==> src/rtl/fft_seq_ctrl_pkg.sv <==
// Shared types and address helper for the runtime-sized radix-2 DIT FFT sequencer.
// Butterfly addressing is computed at a fixed 16-bit width; users slice to their own widths.
package fft_seq_ctrl_pkg;

    typedef enum logic [1:0] {
        ST_IDLE,
        ST_RUN,
        ST_DRAIN,
        ST_DONE
    } state_t;

    localparam int LOG2N_MIN = 3;

    typedef struct packed {
        logic [15:0] a;
        logic [15:0] b;
        logic [15:0] tw;
    } bfly_t;

    // Butterfly j of stage s: operands straddle a span of 2^s, twiddle stride shrinks as s grows.
    function automatic bfly_t bfly_addr(input logic [15:0] j, input logic [3:0] s,
                                        input logic [3:0] log2n_max);
        bfly_t       r;
        logic [15:0] half;
        logic [15:0] pos;
        logic [15:0] grp;
        half = 16'd1 << s;
        pos  = j & (half - 16'd1);
        grp  = j >> s;
        r.a  = (grp << (s + 4'd1)) | pos;
        r.b  = r.a + half;
        r.tw = pos << (log2n_max - 4'd1 - s);
        return r;
    endfunction

endpackage

==> src/rtl/fft_seq_ctrl_if.sv <==
// Control/address bundle between the FFT sequencer (slave) and its host/datapath (master).
// The stall_i input exists only when FFT_SEQ_STALL_EN is defined.
interface fft_seq_ctrl_if #(
    parameter int LOG2N_MAX = 10
);
    localparam int AW = LOG2N_MAX;
    localparam int TW = LOG2N_MAX - 1;

    logic          start_i;
    logic [3:0]    log2n_cfg_i;
    logic          abort_i;
`ifdef FFT_SEQ_STALL_EN
    logic          stall_i;
`endif
    logic          busy_o;
    logic          done_o;
    logic          cfg_err_o;
    logic          result_bank_o;
    logic [3:0]    stage_o;
    logic          rd_en_o;
    logic          rd_bank_o;
    logic [AW-1:0] rd_addr_a_o;
    logic [AW-1:0] rd_addr_b_o;
    logic [TW-1:0] tw_addr_o;
    logic          wr_en_o;
    logic          wr_bank_o;
    logic [AW-1:0] wr_addr_a_o;
    logic [AW-1:0] wr_addr_b_o;

    modport master (
`ifdef FFT_SEQ_STALL_EN
        output stall_i,
`endif
        output start_i, log2n_cfg_i, abort_i,
        input  busy_o, done_o, cfg_err_o, result_bank_o, stage_o,
        input  rd_en_o, rd_bank_o, rd_addr_a_o, rd_addr_b_o, tw_addr_o,
        input  wr_en_o, wr_bank_o, wr_addr_a_o, wr_addr_b_o
    );

    modport slave (
`ifdef FFT_SEQ_STALL_EN
        input  stall_i,
`endif
        input  start_i, log2n_cfg_i, abort_i,
        output busy_o, done_o, cfg_err_o, result_bank_o, stage_o,
        output rd_en_o, rd_bank_o, rd_addr_a_o, rd_addr_b_o, tw_addr_o,
        output wr_en_o, wr_bank_o, wr_addr_a_o, wr_addr_b_o
    );

endinterface

==> src/rtl/fft_seq_ctrl_delay_line.sv <==
// Fixed-depth shift register that turns read-issue fields into write-issue fields
// after the butterfly latency; a synchronous flush drops every in-flight entry.
module fft_seq_ctrl_delay_line #(
    parameter int W     = 22,
    parameter int DEPTH = 4
) (
    input  logic         clk,
    input  logic         rst_n,
    input  logic         flush_i,
    input  logic [W-1:0] din_i,
    output logic [W-1:0] dout_o
);
    genvar gi;
    generate
        for (gi = 0; gi < DEPTH; gi++) begin : g_stage
            logic [W-1:0] stage_q;
            logic [W-1:0] stage_d;
            if (gi == 0) begin : g_head
                assign stage_d = din_i;
            end else begin : g_tail
                assign stage_d = g_stage[gi-1].stage_q;
            end
            always_ff @(posedge clk or negedge rst_n) begin
                if (!rst_n) begin
                    stage_q <= '0;
                end else if (flush_i) begin
                    stage_q <= '0;
                end else begin
                    stage_q <= stage_d;
                end
            end
        end
    endgenerate

    assign dout_o = g_stage[DEPTH-1].stage_q;

endmodule

==> src/rtl/fft_seq_ctrl.sv <==
// Runtime-sized radix-2 DIT in-place FFT sequencer: issues butterfly read/write addresses,
// twiddle indices and ping-pong bank selects. Optional issue stall: define FFT_SEQ_STALL_EN.
module fft_seq_ctrl
    import fft_seq_ctrl_pkg::*;
#(
    parameter int LOG2N_MAX = 10,
    parameter int BFLY_LAT  = 4
) (
    input  logic          clk,
    input  logic          rst_n,
    fft_seq_ctrl_if.slave bus
);
    localparam int AW = LOG2N_MAX;
    localparam int TW = LOG2N_MAX - 1;
    localparam int CW = (BFLY_LAT > 1) ? $clog2(BFLY_LAT) : 1;
    localparam int DW = 2 + 2 * AW;

    state_t        state_q;
    logic [3:0]    log2n_q;
    logic [3:0]    s_q;
    logic [AW-2:0] j_q;
    logic [CW-1:0] drain_cnt_q;
    logic          busy_q;
    logic          done_q;
    logic          cfg_err_q;
    logic          result_bank_q;
    logic          rd_en_q;
    logic          rd_bank_q;
    logic [AW-1:0] rd_addr_a_q;
    logic [AW-1:0] rd_addr_b_q;
    logic [TW-1:0] tw_addr_q;

    bfly_t         bfly_d;
    logic          stall_d;
    logic          j_last_d;
    logic          s_last_d;
    logic          cfg_ok_d;
    logic [DW-1:0] dly_in_d;
    logic [DW-1:0] dly_out_d;
    logic          unused_bfly_bits;

`ifdef FFT_SEQ_STALL_EN
    assign stall_d = bus.stall_i;
`else
    assign stall_d = 1'b0;
`endif

    assign bfly_d   = bfly_addr(16'(j_q), s_q, 4'(LOG2N_MAX));
    assign j_last_d = (16'(j_q) == ((16'd1 << (log2n_q - 4'd1)) - 16'd1));
    assign s_last_d = (s_q == (log2n_q - 4'd1));
    assign cfg_ok_d = (bus.log2n_cfg_i >= 4'(LOG2N_MIN)) && (bus.log2n_cfg_i <= 4'(LOG2N_MAX));
    assign unused_bfly_bits = ^{bfly_d.a[15:AW], bfly_d.b[15:AW], bfly_d.tw[15:TW]};

    always_ff @(posedge clk or negedge rst_n) begin
        if (!rst_n) begin
            state_q       <= ST_IDLE;
            log2n_q       <= '0;
            s_q           <= '0;
            j_q           <= '0;
            drain_cnt_q   <= '0;
            busy_q        <= 1'b0;
            done_q        <= 1'b0;
            cfg_err_q     <= 1'b0;
            result_bank_q <= 1'b0;
            rd_en_q       <= 1'b0;
            rd_bank_q     <= 1'b0;
            rd_addr_a_q   <= '0;
            rd_addr_b_q   <= '0;
            tw_addr_q     <= '0;
        end else begin
            done_q    <= 1'b0;
            cfg_err_q <= 1'b0;
            rd_en_q   <= 1'b0;
            // Abort outranks everything, including a start arriving in the same cycle.
            if (bus.abort_i) begin
                state_q <= ST_IDLE;
                busy_q  <= 1'b0;
            end else begin
                unique case (state_q)
                    ST_IDLE: begin
                        if (bus.start_i) begin
                            if (cfg_ok_d) begin
                                state_q <= ST_RUN;
                                busy_q  <= 1'b1;
                                log2n_q <= bus.log2n_cfg_i;
                                s_q     <= '0;
                                j_q     <= '0;
                            end else begin
                                cfg_err_q <= 1'b1;
                            end
                        end
                    end
                    ST_RUN: begin
                        if (!stall_d) begin
                            rd_en_q     <= 1'b1;
                            rd_bank_q   <= s_q[0];
                            rd_addr_a_q <= bfly_d.a[AW-1:0];
                            rd_addr_b_q <= bfly_d.b[AW-1:0];
                            tw_addr_q   <= bfly_d.tw[TW-1:0];
                            if (j_last_d) begin
                                j_q         <= '0;
                                drain_cnt_q <= '0;
                                state_q     <= ST_DRAIN;
                            end else begin
                                j_q <= j_q + 1'b1;
                            end
                        end
                    end
                    ST_DRAIN: begin
                        // Hold off the next stage until its first read sees the last write.
                        if (drain_cnt_q == CW'(BFLY_LAT - 1)) begin
                            if (s_last_d) begin
                                state_q <= ST_DONE;
                                busy_q  <= 1'b0;
                            end else begin
                                s_q     <= s_q + 4'd1;
                                state_q <= ST_RUN;
                            end
                        end else begin
                            drain_cnt_q <= drain_cnt_q + 1'b1;
                        end
                    end
                    ST_DONE: begin
                        done_q        <= 1'b1;
                        result_bank_q <= log2n_q[0];
                        state_q       <= ST_IDLE;
                    end
                    default: state_q <= ST_IDLE;
                endcase
            end
        end
    end

    assign dly_in_d = {rd_en_q, ~rd_bank_q, rd_addr_a_q, rd_addr_b_q};

    fft_seq_ctrl_delay_line #(
        .W     (DW),
        .DEPTH (BFLY_LAT)
    ) u_delay (
        .clk     (clk),
        .rst_n   (rst_n),
        .flush_i (bus.abort_i),
        .din_i   (dly_in_d),
        .dout_o  (dly_out_d)
    );

    assign {bus.wr_en_o, bus.wr_bank_o, bus.wr_addr_a_o, bus.wr_addr_b_o} = dly_out_d;

    assign bus.busy_o        = busy_q;
    assign bus.done_o        = done_q;
    assign bus.cfg_err_o     = cfg_err_q;
    assign bus.result_bank_o = result_bank_q;
    assign bus.stage_o       = s_q;
    assign bus.rd_en_o       = rd_en_q;
    assign bus.rd_bank_o     = rd_bank_q;
    assign bus.rd_addr_a_o   = rd_addr_a_q;
    assign bus.rd_addr_b_o   = rd_addr_b_q;
    assign bus.tw_addr_o     = tw_addr_q;

endmodule

==> src/flat_wrapper.sv <==
// flat-port wrapper written by rule: the top's interface ports become plain ports
module fft_seq_ctrl_flat import fft_seq_ctrl_pkg::*;
#(
    parameter int LOG2N_MAX = 10,
    parameter int BFLY_LAT  = 4
)
  (clk, rst_n, bus_start_i, bus_log2n_cfg_i, bus_abort_i, bus_busy_o, bus_done_o, bus_cfg_err_o, bus_result_bank_o, bus_stage_o, bus_rd_en_o, bus_rd_bank_o, bus_rd_addr_a_o, bus_rd_addr_b_o, bus_tw_addr_o, bus_wr_en_o, bus_wr_bank_o, bus_wr_addr_a_o, bus_wr_addr_b_o);
  fft_seq_ctrl_if #(.LOG2N_MAX(LOG2N_MAX)) bus_i ();
  input  logic clk;
  input  logic rst_n;
  input wire logic [$bits(bus_i.start_i)-1:0] bus_start_i;
  input wire logic [$bits(bus_i.log2n_cfg_i)-1:0] bus_log2n_cfg_i;
  input wire logic [$bits(bus_i.abort_i)-1:0] bus_abort_i;
  output wire logic [$bits(bus_i.busy_o)-1:0] bus_busy_o;
  output wire logic [$bits(bus_i.done_o)-1:0] bus_done_o;
  output wire logic [$bits(bus_i.cfg_err_o)-1:0] bus_cfg_err_o;
  output wire logic [$bits(bus_i.result_bank_o)-1:0] bus_result_bank_o;
  output wire logic [$bits(bus_i.stage_o)-1:0] bus_stage_o;
  output wire logic [$bits(bus_i.rd_en_o)-1:0] bus_rd_en_o;
  output wire logic [$bits(bus_i.rd_bank_o)-1:0] bus_rd_bank_o;
  output wire logic [$bits(bus_i.rd_addr_a_o)-1:0] bus_rd_addr_a_o;
  output wire logic [$bits(bus_i.rd_addr_b_o)-1:0] bus_rd_addr_b_o;
  output wire logic [$bits(bus_i.tw_addr_o)-1:0] bus_tw_addr_o;
  output wire logic [$bits(bus_i.wr_en_o)-1:0] bus_wr_en_o;
  output wire logic [$bits(bus_i.wr_bank_o)-1:0] bus_wr_bank_o;
  output wire logic [$bits(bus_i.wr_addr_a_o)-1:0] bus_wr_addr_a_o;
  output wire logic [$bits(bus_i.wr_addr_b_o)-1:0] bus_wr_addr_b_o;
  assign bus_i.start_i = bus_start_i;
  assign bus_i.log2n_cfg_i = bus_log2n_cfg_i;
  assign bus_i.abort_i = bus_abort_i;
  assign bus_busy_o = bus_i.busy_o;
  assign bus_done_o = bus_i.done_o;
  assign bus_cfg_err_o = bus_i.cfg_err_o;
  assign bus_result_bank_o = bus_i.result_bank_o;
  assign bus_stage_o = bus_i.stage_o;
  assign bus_rd_en_o = bus_i.rd_en_o;
  assign bus_rd_bank_o = bus_i.rd_bank_o;
  assign bus_rd_addr_a_o = bus_i.rd_addr_a_o;
  assign bus_rd_addr_b_o = bus_i.rd_addr_b_o;
  assign bus_tw_addr_o = bus_i.tw_addr_o;
  assign bus_wr_en_o = bus_i.wr_en_o;
  assign bus_wr_bank_o = bus_i.wr_bank_o;
  assign bus_wr_addr_a_o = bus_i.wr_addr_a_o;
  assign bus_wr_addr_b_o = bus_i.wr_addr_b_o;
  fft_seq_ctrl #(.LOG2N_MAX(LOG2N_MAX), .BFLY_LAT(BFLY_LAT)) u_core (.clk(clk), .rst_n(rst_n), .bus(bus_i));
endmodule
==> config.mk <==
export PLATFORM = sky130hd
export DESIGN_NAME = fft_seq_ctrl_flat
export DESIGN_NICKNAME = d
export VERILOG_FILES = /design/src/rtl/fft_seq_ctrl_pkg.sv /design/src/rtl/fft_seq_ctrl_if.sv /design/src/rtl/fft_seq_ctrl_delay_line.sv /design/src/rtl/fft_seq_ctrl.sv /design/src/flat_wrapper.sv
export SDC_FILE = /design/constraint.sdc
export NUM_CORES = 1
export LEC_CHECK = 0
export BUFFER_PORTS_ARGS = -buffer_cell sky130_fd_sc_hd__buf_2
export CORE_MARGIN = 3
export CORE_UTILIZATION = 50
export CTS_CLUSTER_DIAMETER = 100
export DETAILED_ROUTE_END_ITERATION = 8
export PLACE_DENSITY = 0.69
export SLEW_MARGIN = 20
export SYNTH_ARGS = -nofsm -noshare
export SYNTH_HDL_FRONTEND = slang
export SYNTH_SLANG_ARGS = --single-unit
==> constraint.sdc <==
create_clock -name clk -period 9 [get_ports clk]
set_input_delay 0.45 -clock clk [delete_from_list [all_inputs] [get_ports clk]]
set_output_delay 0.45 -clock clk [all_outputs]
set_load 0.005 [all_outputs]
# After elaboration in Yosys (flattened, before gate mapping)
# Index checks and enable logic that the tools add are counted.
[word_totals]
register_bits = 144
inputBits = 8
output_inout_bits = 61
elab_cells = 105
[op_classes]
addsub = 8
n_lt_le_gt_ge = 2
eq_ne = 17
n_shift = 5
n_mux = 37
bitwise_logic = 4
n_reduce_logical = 14
[ops]
columns = ["operator", "n"]
rows = [
  ["two-way mux 22 bit", 4],
  ["left shift 1 x 4 -> 16 bit (first input constant)", 2],
  ["subtractor 16 x 1 -> 16 bit (second input constant)", 2],
  ["two-way mux 9 bit", 3],
  ["case mux 9 bit (2 select lines)", 1],
  ["bitwise AND 9 x 16 -> 16 bit", 1],
  ["== test 9 x 16 -> 1 bit", 1],
  ["two-way mux 2 bit", 8],
  ["two-way mux 4 bit", 4],
  ["AND reduction 4 bit", 4],
  ["left shift 16 x 4 -> 10 bit", 1],
  ["left shift 16 x 4 -> 9 bit", 1],
  [">> shifter 9 x 4 -> 16 bit", 1],
  ["two-way mux 1 bit", 13],
  ["inequality test 3 x 2 -> 1 bit (second input constant)", 4],
  ["adder 10 bit", 1],
  ["OR 10 bit", 1],
  ["adder 9 x 1 -> 9 bit (second input constant)", 1],
  ["case mux 2 bit (4 select lines)", 1],
  ["case mux 4 bit (2 select lines)", 1],
  ["== test 2 bit (second input constant)", 3],
  ["inequality test 2 x 1 -> 1 bit (second input constant)", 3],
  ["inequality test 2 bit (second input constant)", 3],
  ["AND reduction 6 bit", 1],
  ["18 further kinds", 22],
]

# Longest topological paths before layout
# Gate-level depths: netlist of run 1.
[depth]
word_depth = 7
depth_mapped = 20

# Cells and area by module
# Synthesis of run 1 repeated with hierarchy kept, for this count alone.
[unflattened]
cells_unflattened = 767
hier_area_um2 = 7701.1
[modules_own_cells]
columns = ["module", "instances", "cells_each", "area_each_um2", "seq_area_each_um2"]
rows = [
  ["fft_seq_ctrl", 1, 582, 4888.4, 1401.3],
  ["fft_seq_ctrl_delay_line", 1, 185, 2812.7, 2202.1],
]

# Least setup slack after synthesis of run 1
# OpenSTA, ideal clock, no wires.
[synth_timing]
kind = "register to register"
from = "register u_core.log2n_q[0]"
to = "register u_core.drain_cnt_q[1]"
setup_time_ps = 122
arrival_ps = 3911
slack_ps = 4967
path_stages_with_launch = 20
path_buffers = 3
period_less_slack_ps = 4033
cell_sequence = "dfrtp_1 > buf_2 > inv_1 > ha_1 > nor2_1 > a21oi_4 > o22ai_1 > nand2_1 > ha_1 > clkbuf_8 > xor3_1 > o32a_1 > o22ai_1 > a21oi_1 > a41oi_1 > nand4_1 > o41ai_4 > buf_6 > nand3_1 > a32o_1"
[synth_between]
elab_chain_cells = 6
[synth_rtl]
columns = ["element", "line_no", "rtl"]
rows = [
  ["start, declared", "fft_seq_ctrl.sv:19", "logic [3:0] log2n_q;"],
  ["start signal, assigned", "fft_seq_ctrl.sv:85", "log2n_q <= bus.log2n_cfg_i;"],
  ["subtractor 4 x 1 -> 4 bit", "fft_seq_ctrl.sv:49", "assign j_last_d = (16'(j_q) == ((16'd1 << (log2n_q - 4'd1)) - 16'd1));"],
  ["left shift 1 x 4 -> 16 bit", "fft_seq_ctrl.sv:49", ""],
  ["subtractor 16 x 1 -> 16 bit", "fft_seq_ctrl.sv:49", ""],
  ["== test 9 x 16 -> 1 bit", "fft_seq_ctrl.sv:49", ""],
  ["inequality test 2 x 1 -> 1 bit (no source line)", "-", ""],
  ["AND reduction 4 bit (no source line)", "-", ""],
  ["end signal, assigned", "fft_seq_ctrl.sv:120", "drain_cnt_q <= drain_cnt_q + 1'b1;"],
  ["end, declared", "fft_seq_ctrl.sv:22", "logic [CW-1:0] drain_cnt_q;"],
]
# Every way passes these cells.
# A chain may end at the register's enable or synchronous reset.

# Worst setup path after layout of run 1
[layout_timing]
from = "register u_core.log2n_q[0]"
to = "register u_core.j_q[0]"
[layout_between]
elab_chain_cells = 6
[layout_rtl]
columns = ["element", "line_no", "rtl"]
rows = [
  ["subtractor 4 x 1 -> 4 bit", "fft_seq_ctrl.sv:49", ""],
  ["left shift 1 x 4 -> 16 bit", "fft_seq_ctrl.sv:49", ""],
  ["subtractor 16 x 1 -> 16 bit", "fft_seq_ctrl.sv:49", ""],
  ["== test 9 x 16 -> 1 bit", "fft_seq_ctrl.sv:49", ""],
  ["two-way mux 9 bit", "fft_seq_ctrl.sv:100", "if (j_last_d) begin"],
  ["case mux 9 bit (2 select lines)", "fft_seq_ctrl.sv:79", "unique case (state_q)"],
  ["end signal, assigned", "fft_seq_ctrl.sv:105", "j_q <= j_q + 1'b1;"],
  ["end, declared", "fft_seq_ctrl.sv:21", "logic [AW-2:0] j_q;"],
]
# Every way passes these cells.

==> results of run 1 <==
-- metrics by stage --
step	area (um^2)	std cells	total power, uW	setup slack [ns]	utilization, %
2_1_floorplan	8080	821	1620	4.97	-
3_3_place_gp	8420	1052	1860	4.10	54.4
3_5_place_dp	8420	1052	1880	3.93	54.4
4_1_cts	8990	1084	2570	3.86	58.1
5_1_grt	9000	1084	2730	3.51	58.1
6_report	9000	1084	2570	3.83	58.1
-- logic make-up after synthesis --
kind of cell               synth area share, %
xor gates and xnor gates                  4.42
DFF                                       44.6
AOI/OAI and AO/OA                         15.6
muxes                                     5.28
and+or+nand+nor                           20.1
buffers and inverters                     4.94
adders and majority gates                 5.05
-- synthesized netlist by cell type (3+ instances only) --
| cell | instances | area (um^2) |
|---|---|---|
| nor3_1 | 13 | 65.1 |
| buf_1 | 8 | 30.0 |
| buf_2 | 6 | 30.0 |
| o22ai_1 | 6 | 37.5 |
| a211oi_1 | 4 | 30.0 |
| o221ai_1 | 4 | 35.0 |
| a31oi_1 | 7 | 43.8 |
| inv_1 | 24 | 90.1 |
| a21o_1 | 7 | 52.6 |
| a22o_1 | 14 | 123 |
| o21ai_1 | 5 | 25.0 |
| or3_1 | 4 | 25.0 |
| xnor2_1 | 21 | 184 |
| mux4_2 | 9 | 203 |
| and3_1 | 4 | 25.0 |
| nor2b_1 | 100 | 626 |
| mux2i_1 | 10 | 100 |
| clkbuf_8 | 6 | 82.6 |
| nand4_1 | 3 | 18.8 |
| a32oi_1 | 4 | 35.0 |
| buf_6 | 4 | 45.0 |
| a21oi_1 | 31 | 155 |
| nand3_1 | 19 | 95.1 |
| nand2b_1 | 7 | 43.8 |
| nor4_1 | 5 | 31.3 |
| nor2_1 | 41 | 154 |
| clkbuf_1 | 27 | 101 |
| ha_1 | 31 | 388 |
| mux2_2 | 11 | 124 |
| o211ai_1 | 5 | 37.5 |
| a22oi_1 | 3 | 22.5 |
| dfrtp_1 | 144 | 3600 |
| and2_1 | 7 | 43.8 |
| xor2_1 | 17 | 149 |
| o21ai_0 | 60 | 300 |
| nand2_1 | 93 | 349 |
-- worst reg2reg max path: cells and delay by family, from the launching register on --
| kind | cells | cell delay, ns |
|---|---|---|
| mux | 1 | 0.30 |
| xor+xnor | 1 | 0.41 |
| fa+ha+maj | 2 | 0.81 |
| simple gates | 4 | 0.82 |
| flops | 1 | 0.64 |
| compound gates | 7 | 1.91 |
| buf+inv | 1 | 0.17 |
-- power groups by stage --
stage                     clock [uW]  sequential, uW  combinational [uW]
after floorplan                    0             755                 865
after global placement             0             792                1070
after detailed placement           0             795                1090
after CTS                        691             785                1090
after global routing             724             794                1210
final                            678             786                1110
-- state kept, by name, indices dropped and copies added (netlist names), 2 cells and up --
register / cells
u_core.j_q: 9
u_core.bus.rd_addr_a_o: 10
u_core.state_q: 2
u_core.u_delay.dout_o: 22
u_core.u_delay.g_stage.stage_q: 66
u_core.bus.stage_o: 4
u_core.bus.tw_addr_o: 9
u_core.log2n_q: 4
u_core.drain_cnt_q: 2
u_core.bus.rd_addr_b_o: 10
-- routing by layer --
metal	up-vias	routed length, um	GRT usage (%)
met4	0	293	6.35
met2	182	9190	35.4
met1	3079	8980	31.5
met3	26	927	4.07
met5	-	0	0
li1	2937	-	-
-- how the worst max path moves through the flow --
stage / endpoint / slack, ns
global placement: u_core.j_q[0] / 4.10
CTS: u_core.j_q[0] / 3.86
floorplan: u_core.drain_cnt_q[1] / 4.97
detailed placement: u_core.j_q[0] / 3.93
finish: u_core.j_q[0] / 3.83
global route: u_core.j_q[0] / 3.51
-- layout make-up --
class / count / area [um^2] / area share [%]
clock buffers: 17 / 425 / 4.73
clock inverters: 15 / 149 / 1.65
inverters: 25 / 93.8 / 1.04
multi-input cells: 599 / 4080 / 45.3
flip-flops and latches: 144 / 3600 / 40.0
well taps: 211 / 264 / 2.93
repair buffers: 73 / 388 / 4.31
==> summary.md, run 1 <==
| Metric | Value |
|---|---|
| Die Area | between 15,000 and 20,000 um^2 |
| Starting Density | roughly 52% |
| Skew-Pair Late Insertion Delay | about 0.42 ns |
| Layout filler cell count | 1,302 |
| Levels on crit path | 16 |
| CTS Hold Bufs | 0 |
| H-tree Lvls | 4 |
| Worst Path Required | roughly 9.3 ns |
| Final TNS setup | 0 ns |
| Min-delay worst type | in -> async |
| Most frequent cells in the layout | 144 x dfrtp_1, 100 x nor2b_1, 93 x nand2_1 |
| Cts repair resizes | 0 |
| First-pass GRT wire length | roughly 32 mm |
| CTS tree | done |
| Post-DP HPWL | between 10 and 15 mm |
| Routed WL per cell | roughly 18 um |
| Vias/cell | around 5.7 |
| Fmax | ~190 MHz |
| Rows | between 40 and 50 |
| Setup crit start kind | flop |
| Setup crit start | u_core.log2n_q[0] |
| CP Cell Sequence | inv_1, ha_1, nor2_1, a21oi_4, o22ai_1, nand2_1, ha_1, xor3_1, o32a_1, o22ai_1, a21oi_1, a41oi_1, nand4_1, o41ai_4, nor2_2, mux2_2 |
| Power share of the clock group | 26.4% |
| 1st-pass router iterations | 5 |
| Comb pwr share | a little over two fifths |
| Top Family by Delay on Critical Path | compound AO/OA/AOI/OAI gates |
| Layout Skew | approximately 0.015 ns |
| ANT nets after route | 0 |
| RR Endpoint | u_core.j_q[0] |
| Yosys reg bits | 144 |
| Switching power | between 1000 and 1500 uW |
| Final Cycle Share | ~57% |
| Diode count | 0 |
| CP Max Fanout | 14 |
| Total global-route track usage | between 20% and 30% |
| Main flop type after synthesis | dfrtp_1 |
| Initial antenna violation count | 0 |
| I/O pins | 69 |
| DRT Wirelength | 19.4 mm |
| R2r startpoint | u_core.log2n_q[0] |
| CP max stage cell | o41ai_4 |
| Net Sw Frac | about two fifths |
| Reg2reg path depth | 16 |
| Final setup fails | 0 |
| Buf+Inv Stages, Crit Path | 1 |
| P_int | 1510 uW |
| Root Buffer | clkbuf_16 |
| P per Cell Area | ~290 nW/um^2 |
| Post-synth EDFFs | 0 |
| Crit. End Element | flop |
| Total grt overflow | 0 |
| Hold Fails Final Rpt | 0 |
| Die Y | between 100 and 150 um |
| GP Congestion | about 0.90 |
| Max Transition Viols Final | 0 |
| Worst EP arrival | around 5.5 ns |
| Commonest non-fill, non-tap cell in the layout | dfrtp_1 |
| Max IR drop VDD | approximately 0.15 mV |
| Max-cap viol count | 0 |
| Largest net degree at the start of global routing | 98 |
| RSZ-0062 raised after global routing | false |
| Die W | 133 um |
| Vias | ~6.2k |
| Syn nets | 861 |
| Cell variety after synth | between 80 and 90 |
| Status | completed |
| Post-Syn Area per Cell | a little under 10 um^2 |
| CP Class | reg -> reg |
| Port Buffers | 68 |
| Flop2flop setup slack | 3.83 ns |
| Clock buffer depth | 2 |
| Seq/Total Area, Yosys | around 45% |
| DR iter-0 viols | around 410 |
| Ys Warns | 0 |
| Core area | 15,500 um^2 |
| Layout cell share with drive strength beyond 1 | 16.6% |
| Final #Nets | 900 |
| Max incr delay on CP | ~0.80 ns |
| Asr flop ratio synth | 100% |
| Slew @ Worst Pin | between 0.9 and 1 ns |
| Hold_ws | 0.0100 ns |
| Vias in the first global route | approximately 6.1k |
| Post-CTS setup buffer count | 0 |
| CTS clk-pin slew, worst paths | about 0.06 ns |
| Clock sink count | ~140 |
| Syn Inst Count | a little over 800 |
| Post-Syn Area | 8080 um^2 |
| Area growth from synthesis to layout | 11.5% |
| DRC Markers | 0 |
| P_leak | 0.00425 uW |
| Sequential share of power | 30.6% |
| CTS buffer count | 17 |
| Fin crit period | around 5.2 ns |
| Slew HR | ~38% |
No activity file was read; power rests on OpenSTA's default activity.
==> inputs of run 2 (changes only) <==
==> constraint.sdc (replaced) <==
create_clock -name clk -period 5.2 [get_ports clk]
set_input_delay 0.26 -clock clk [delete_from_list [all_inputs] [get_ports clk]]
set_output_delay 0.26 -clock clk [all_outputs]
set_load 0.005 [all_outputs]
==> run 2 against run 1 <==
Sequential share of layout area shrank 0.58 points. Highest routed layer unchanged. Via count grew 1.8%. Cell area grew 1.5%.
==> summary.md, run 2 (synthesis results as in run 1) <==
| Metric | Value |
|---|---|
| Status | completed |
| Die Y | 133 um |
| Layout Skew | ~0.015 ns |
| CP Class | reg -> reg |
| CTS buffer count | 17 |
| Port Buffers | 68 |
| Fmax | approximately 220 MHz |
| DRC Markers | 0 |
| I/O pins | 69 |
| Layout filler cell count | 1,331 |
| Die Area | between 15,000 and 20,000 um^2 |
| Root Buffer | clkbuf_16 |
| 1st-pass router iterations | 5 |
| Setup crit start kind | flop |
| P_leak | 0.00433 uW |
| Fin crit period | around 4.6 ns |
| Final setup fails | 0 |
| DR iter-0 viols | 366 |
| Die W | around 130 um |
| Fin worst setup slack | 0.610 ns |
| Rows | 45 |
| Diode count | 0 |
| Final Core Density | roughly three fifths |
| Worst EP arrival | 4.90 ns |
| Layout cell share with drive strength beyond 1 | ~17% |
| Initial antenna violation count | 0 |
| CP Max Fanout | 14 |
| Post-DP HPWL | between 10 and 15 mm |
| Largest register FFs | 66 |
| Slew @ Worst Pin | approximately 0.91 ns |
| Total grt overflow | 0 |
| Vias | between 6k and 7k |
| DRT Wirelength | 20.1 mm |
| Area growth from synthesis to layout | 13.1% |
| Core area | between 15,000 and 20,000 um^2 |
| Crit. End Element | flop |
| Clock sink count | about 140 |
| Max IR drop VDD | about 0.30 mV |
| Skew-Pair Late Insertion Delay | approximately 0.42 ns |
| Slew HR | 39.1% |
| Clock buffer depth | 2 |
| Hold_ws | between 0.09 and 0.1 ns |
| Worst Path Required | approximately 5.5 ns |
| First-pass GRT wire length | 33.0 mm |
| Final #Nets | between 900 and 1k |
| Commonest non-fill, non-tap cell in the layout | dfrtp_1 |
| Most frequent cells in the layout | 144 x dfrtp_1, 100 x nor2b_1, 93 x nand2_1 |
| RSZ-0062 raised after global routing | false |
| Placed cell count | roughly 1.1k |
| Largest net degree at the start of global routing | 98 |
| ANT nets after route | 0 |
| Hold Fails Final Rpt | 0 |
| Final TNS setup | 0 ns |
| CTS tree | done |
| Starting Density | a little over half |
| Vias in the first global route | around 6.2k |
| Top reg by flops | u_core.u_delay.g_stage.stage_q |
| Min-delay worst type | in -> reg |
| Final Cycle Share | 88.3% |
| Final std cells w/o fill | between 1k and 1.5k |
| H-tree Lvls | 4 |
| Cts repair resizes | 0 |
| Flop2flop setup slack | 0.61 ns |
| CTS clk-pin slew, worst paths | 0.06 ns |
| Max Transition Viols Final | 0 |
| Vias/cell | roughly 5.8 |
| Max-cap viol count | 0 |
| P per Cell Area | around 500 nW/um^2 |
| Routed WL per cell | ~18 um |
| Total global-route track usage | 23.3% |
| Placement Setup Slack | 0.716 ns |
| GP Congestion | between 0.9 and 1 |
run 2: changes by cell type in the layout (fill, tap and decap cells not counted), sizes merged:
cell | previous run | this run
buf | 73 | 86
clkinv | 7 | 2
bufinv | 1 | 3
clkbuf | 17 | 19
clkinvlp | 1 | 3
dlygate4sd3 | 0 | 1
inv | 31 | 30
run 2: timing repair:
item / CTS / global route
buffers inserted: 0 / 0
hold endpoints to repair: 96 / 0
hold buffers: 1 / 0
run 2: stage by stage:
step                power [uW]  instance area (um^2)
floorplan                 2800                  8080
global placement          3300                  8520
detailed placement        3300                  8520
CTS                       4570                  9140
global route              4860                  9140
finish                    4580                  9140
run 2: worst paths after layout:
kind	end	start	cells after the start
worst max-delay path	u_core.state_q[0]	u_core.log2n_q[0]	17
worst min-delay path	u_core.bus.cfg_err_o	bus_start_i	3
worst max register to register	u_core.state_q[0]	u_core.log2n_q[0]	17
worst min register to register	u_core.u_delay.g_stage[1].stage_q[21]	u_core.u_delay.g_stage[0].stage_q[21]	1
max in group asynchronous	u_core.j_q[0]	rst_n	3
min in group asynchronous	u_core.u_delay.dout_o[21]	rst_n	2
run 2: power by group:
group / internal (uW) / switching (uW) / total (uW)
Sequential: 1220 / 144 / 1370
Combinational: 742 / 1220 / 1960
Clock: 766 / 485 / 1250
Total: 2730 / 1850 / 4580
run 2: cell type report:
class / instances / area (um^2) / area share (%)
timing repair buffer: 87 / 492 / 5.38
multi-input combinational: 599 / 4070 / 44.6
clock inverter: 13 / 176 / 1.93
clock buffer: 19 / 433 / 4.74
tap: 211 / 264 / 2.89
sequential: 144 / 3600 / 39.4
inverter: 25 / 93.8 / 1.03
run 2: critical path: stages (launching register included):
cell	delay, ns
dfrtp_1	0.63
inv_1	0.16
ha_1	0.27
nor2_1	0.33
a21oi_4	0.13
o22ai_1	0.25
nand2_1	0.14
ha_1	0.27
xor3_1	0.35
o32a_1	0.29
o22ai_1	0.12
a21oi_1	0.11
a41oi_1	0.21
nand4_1	0.16
o41ai_4	0.49
buf_4	0.25
a21oi_2	0.07
a311oi_2	0.25
run 2: per-layer routing:
layer / vias up / GRT usage (%) / wire (um)
met2: 204 / 36.2 / 9220
met3: 30 / 4.30 / 1110
met5: - / 0 / 0
met1: 3138 / 33.6 / 9440
li1: 2965 / - / -
met4: 0 / 6.41 / 355
==> inputs of run 3 (changes only) <==
--- a/config.mk
+++ b/config.mk
@@ -6,11 +6,13 @@
 export NUM_CORES = 1
 export LEC_CHECK = 0
 export BUFFER_PORTS_ARGS = -buffer_cell sky130_fd_sc_hd__buf_2
+export CELL_PAD_IN_SITES_DETAIL_PLACEMENT = 1
+export CELL_PAD_IN_SITES_GLOBAL_PLACEMENT = 1
 export CORE_MARGIN = 3
-export CORE_UTILIZATION = 50
+export CORE_UTILIZATION = 47
 export CTS_CLUSTER_DIAMETER = 100
 export DETAILED_ROUTE_END_ITERATION = 8
-export PLACE_DENSITY = 0.69
+export PLACE_DENSITY_LB_ADDON = 0.1
 export SLEW_MARGIN = 20
 export SYNTH_ARGS = -nofsm -noshare
 export SYNTH_HDL_FRONTEND = slang
==> run 3 against run 2 <==
Via count up 1.4%. Combinational power about the same. Critical path depth stayed put. Largest cell class unchanged.
==> summary.md, run 3 (synthesis results as in run 1) <==
| Metric | Value |
|---|---|
| Slew HR | between 30% and 40% |
| Clock sink count | around 140 |
| DRC Markers | 0 |
| Hold Fails Final Rpt | 0 |
| Net Sw Frac | between 40% and 50% |
| Fmax | between 200 and 250 MHz |
| Tot Pwr | 4680 uW |
| Switching power | 1930 uW |
| Commonest non-fill, non-tap cell in the layout | dfrtp_1 |
| Max Transition Viols Final | 0 |
| Hold_ws | around 0.1 ns |
| Core area | between 15,000 and 20,000 um^2 |
| Starting Density | 48.4% |
| Skew-Pair Late Insertion Delay | roughly 0.43 ns |
| Largest register FFs | 66 |
| Area growth from synthesis to layout | 13.5% |
| Fin crit period | between 4 and 5 ns |
| Setup crit start kind | flop |
| DRT Wirelength | ~23 mm |
| Clock buffer depth | 2 |
| 1st-pass router iterations | 5 |
| Worst EP arrival | 5.04 ns |
| CTS tree | done |
| Post-DP HPWL | approximately 16 mm |
| Power share of the clock group | ~29% |
| P_leak | 0.00435 uW |
| Final TNS setup | 0 ns |
| Crit. End Element | flop |
| Most frequent cells in the layout | 143 x dfrtp_1, 100 x nor2b_1, 93 x nand2_1 |
| First-pass GRT wire length | roughly 37 mm |
| Rows | 47 |
| P per Cell Area | 510 nW/um^2 |
| CTS buffer count | 17 |
| H-tree Lvls | 4 |
| Final #Nets | between 900 and 1k |
| Status | completed |
| Total grt overflow | 0 |
| Die Y | 137 um |
| CP Cell Sequence | inv_1, ha_1, nor2_1, a21oi_4, o22ai_1, nand2_1, ha_1, xor3_1, o32a_1, o22ai_1, a21oi_1, a41oi_1, nand4_1, o41ai_4, buf_4, nor2_2, mux2_2 |
| Layout cell share with drive strength beyond 1 | between 15 and 20% |
| Diode count | 0 |
| Multi-input logic area | about 4100 um^2 |
| Layout Skew | about 0.018 ns |
| I/O pins | 69 |
| Port Buffers | 68 |
| Total global-route track usage | 25.8% |
| Slew @ Worst Pin | between 0.9 and 1 ns |
| Die Area | about 19,000 um^2 |
| Vias | roughly 6.4k |
| CTS clk-pin slew, worst paths | about 0.060 ns |
| DR iter-0 viols | ~380 |
| ANT nets after route | 0 |
| Min-delay worst type | in -> reg |
| Max IR drop VDD | approximately 0.25 mV |
| Max incr delay on CP | between 0.5 and 0.6 ns |
| Final setup fails | 0 |
| CP Class | reg -> reg |
| Final Cycle Share | 91.2% |
| Placed cell count | 1,073 |
| Comb pwr share | 42.1% |
| Die W | about 140 um |
| Top reg by flops | u_core.u_delay.g_stage.stage_q |
| Vias/cell | approximately 5.8 |
| CP Max Fanout | 14 |
| Layout filler cell count | 1,879 |
| RSZ-0062 raised after global routing | false |
| Final std cells w/o fill | ~1.1k |
| GP Congestion | ~0.92 |
| Initial antenna violation count | 0 |
| Routed WL per cell | approximately 21 um |
| Top Family by Delay on Critical Path | compound AO/OA/AOI/OAI gates |
| Worst Path Required | roughly 5.5 ns |
| Vias in the first global route | 6,771 |
| Sequential share of power | between 20% and 30% |
| P_int | 2750 uW |
| Max-cap viol count | 0 |
| CP max stage cell | dfrtp_1 |
| Buf+Inv Stages, Crit Path | 2 |
| Largest net degree at the start of global routing | 103 |
| Root Buffer | clkbuf_16 |
| Register area | roughly 3600 um^2 |
[run 3: path summary, 6_finish.rpt]
check	slack, ns	from	to	depth (start not counted)
worst min-delay path	0.1	bus_log2n_cfg_i[1]	u_core.log2n_q[1]	2
min in group asynchronous	0.49	rst_n	u_core.u_delay.dout_o[17]	2
worst min register to register	0.47	u_core.u_delay.g_stage[2].stage_q[8]	u_core.u_delay.dout_o[8]	1
worst max register to register	0.46	u_core.log2n_q[1]	u_core.j_q[0]	17
worst max-delay path	0.46	u_core.log2n_q[1]	u_core.j_q[0]	17
max in group asynchronous	3.50	rst_n	u_core.bus.rd_addr_b_o[5]	3
[run 3: per-stage QoR]
step           instance area (um^2)  util (%)  worst slack (ns)
2_1_floorplan                  8080         -              1.17
3_3_place_gp                   8520      51.0             0.576
3_5_place_dp                   8520      51.0             0.397
4_1_cts                        9170      54.9             0.371
5_1_grt                        9170      54.9            0.0581
6_report                       9170      54.9             0.456
[run 3: final cells by class]
class                           count  area share (%)
Clock buffer                       17            4.64
Clock inverter                     15            2.32
Inverter                           25            1.02
Multi-Input combinational cell    599            44.4
Sequential cell                   144            39.3
Tap cell                          220            3.00
Timing Repair Buffer               86            5.28
[run 3: what timing repair did]
action,4_1_cts,5_1_grt
hold buffers,1,0
hold endpoints to repair,60,0
gates resized for setup,0,1
setup buffers,0,0
setup endpoints to repair,0,4
[run 3: layer usage]
layer	up-vias	global-route usage [%]	part of all wire [%]
met5	-	0	0
met2	154	43.8	50
met3	21	3.86	3.7
met1	3288	34.9	45
li1	2963	-	-
met4	0	6.32	1.1
[run 3: power groups by stage]
stage	combinational, uW	sequential, uW	clock [uW]
global placement	1910	1370	0
global route	2170	1390	1420
finish	1970	1370	1340
CTS	1970	1370	1360
floorplan	1500	1310	0
detailed placement	1950	1390	0
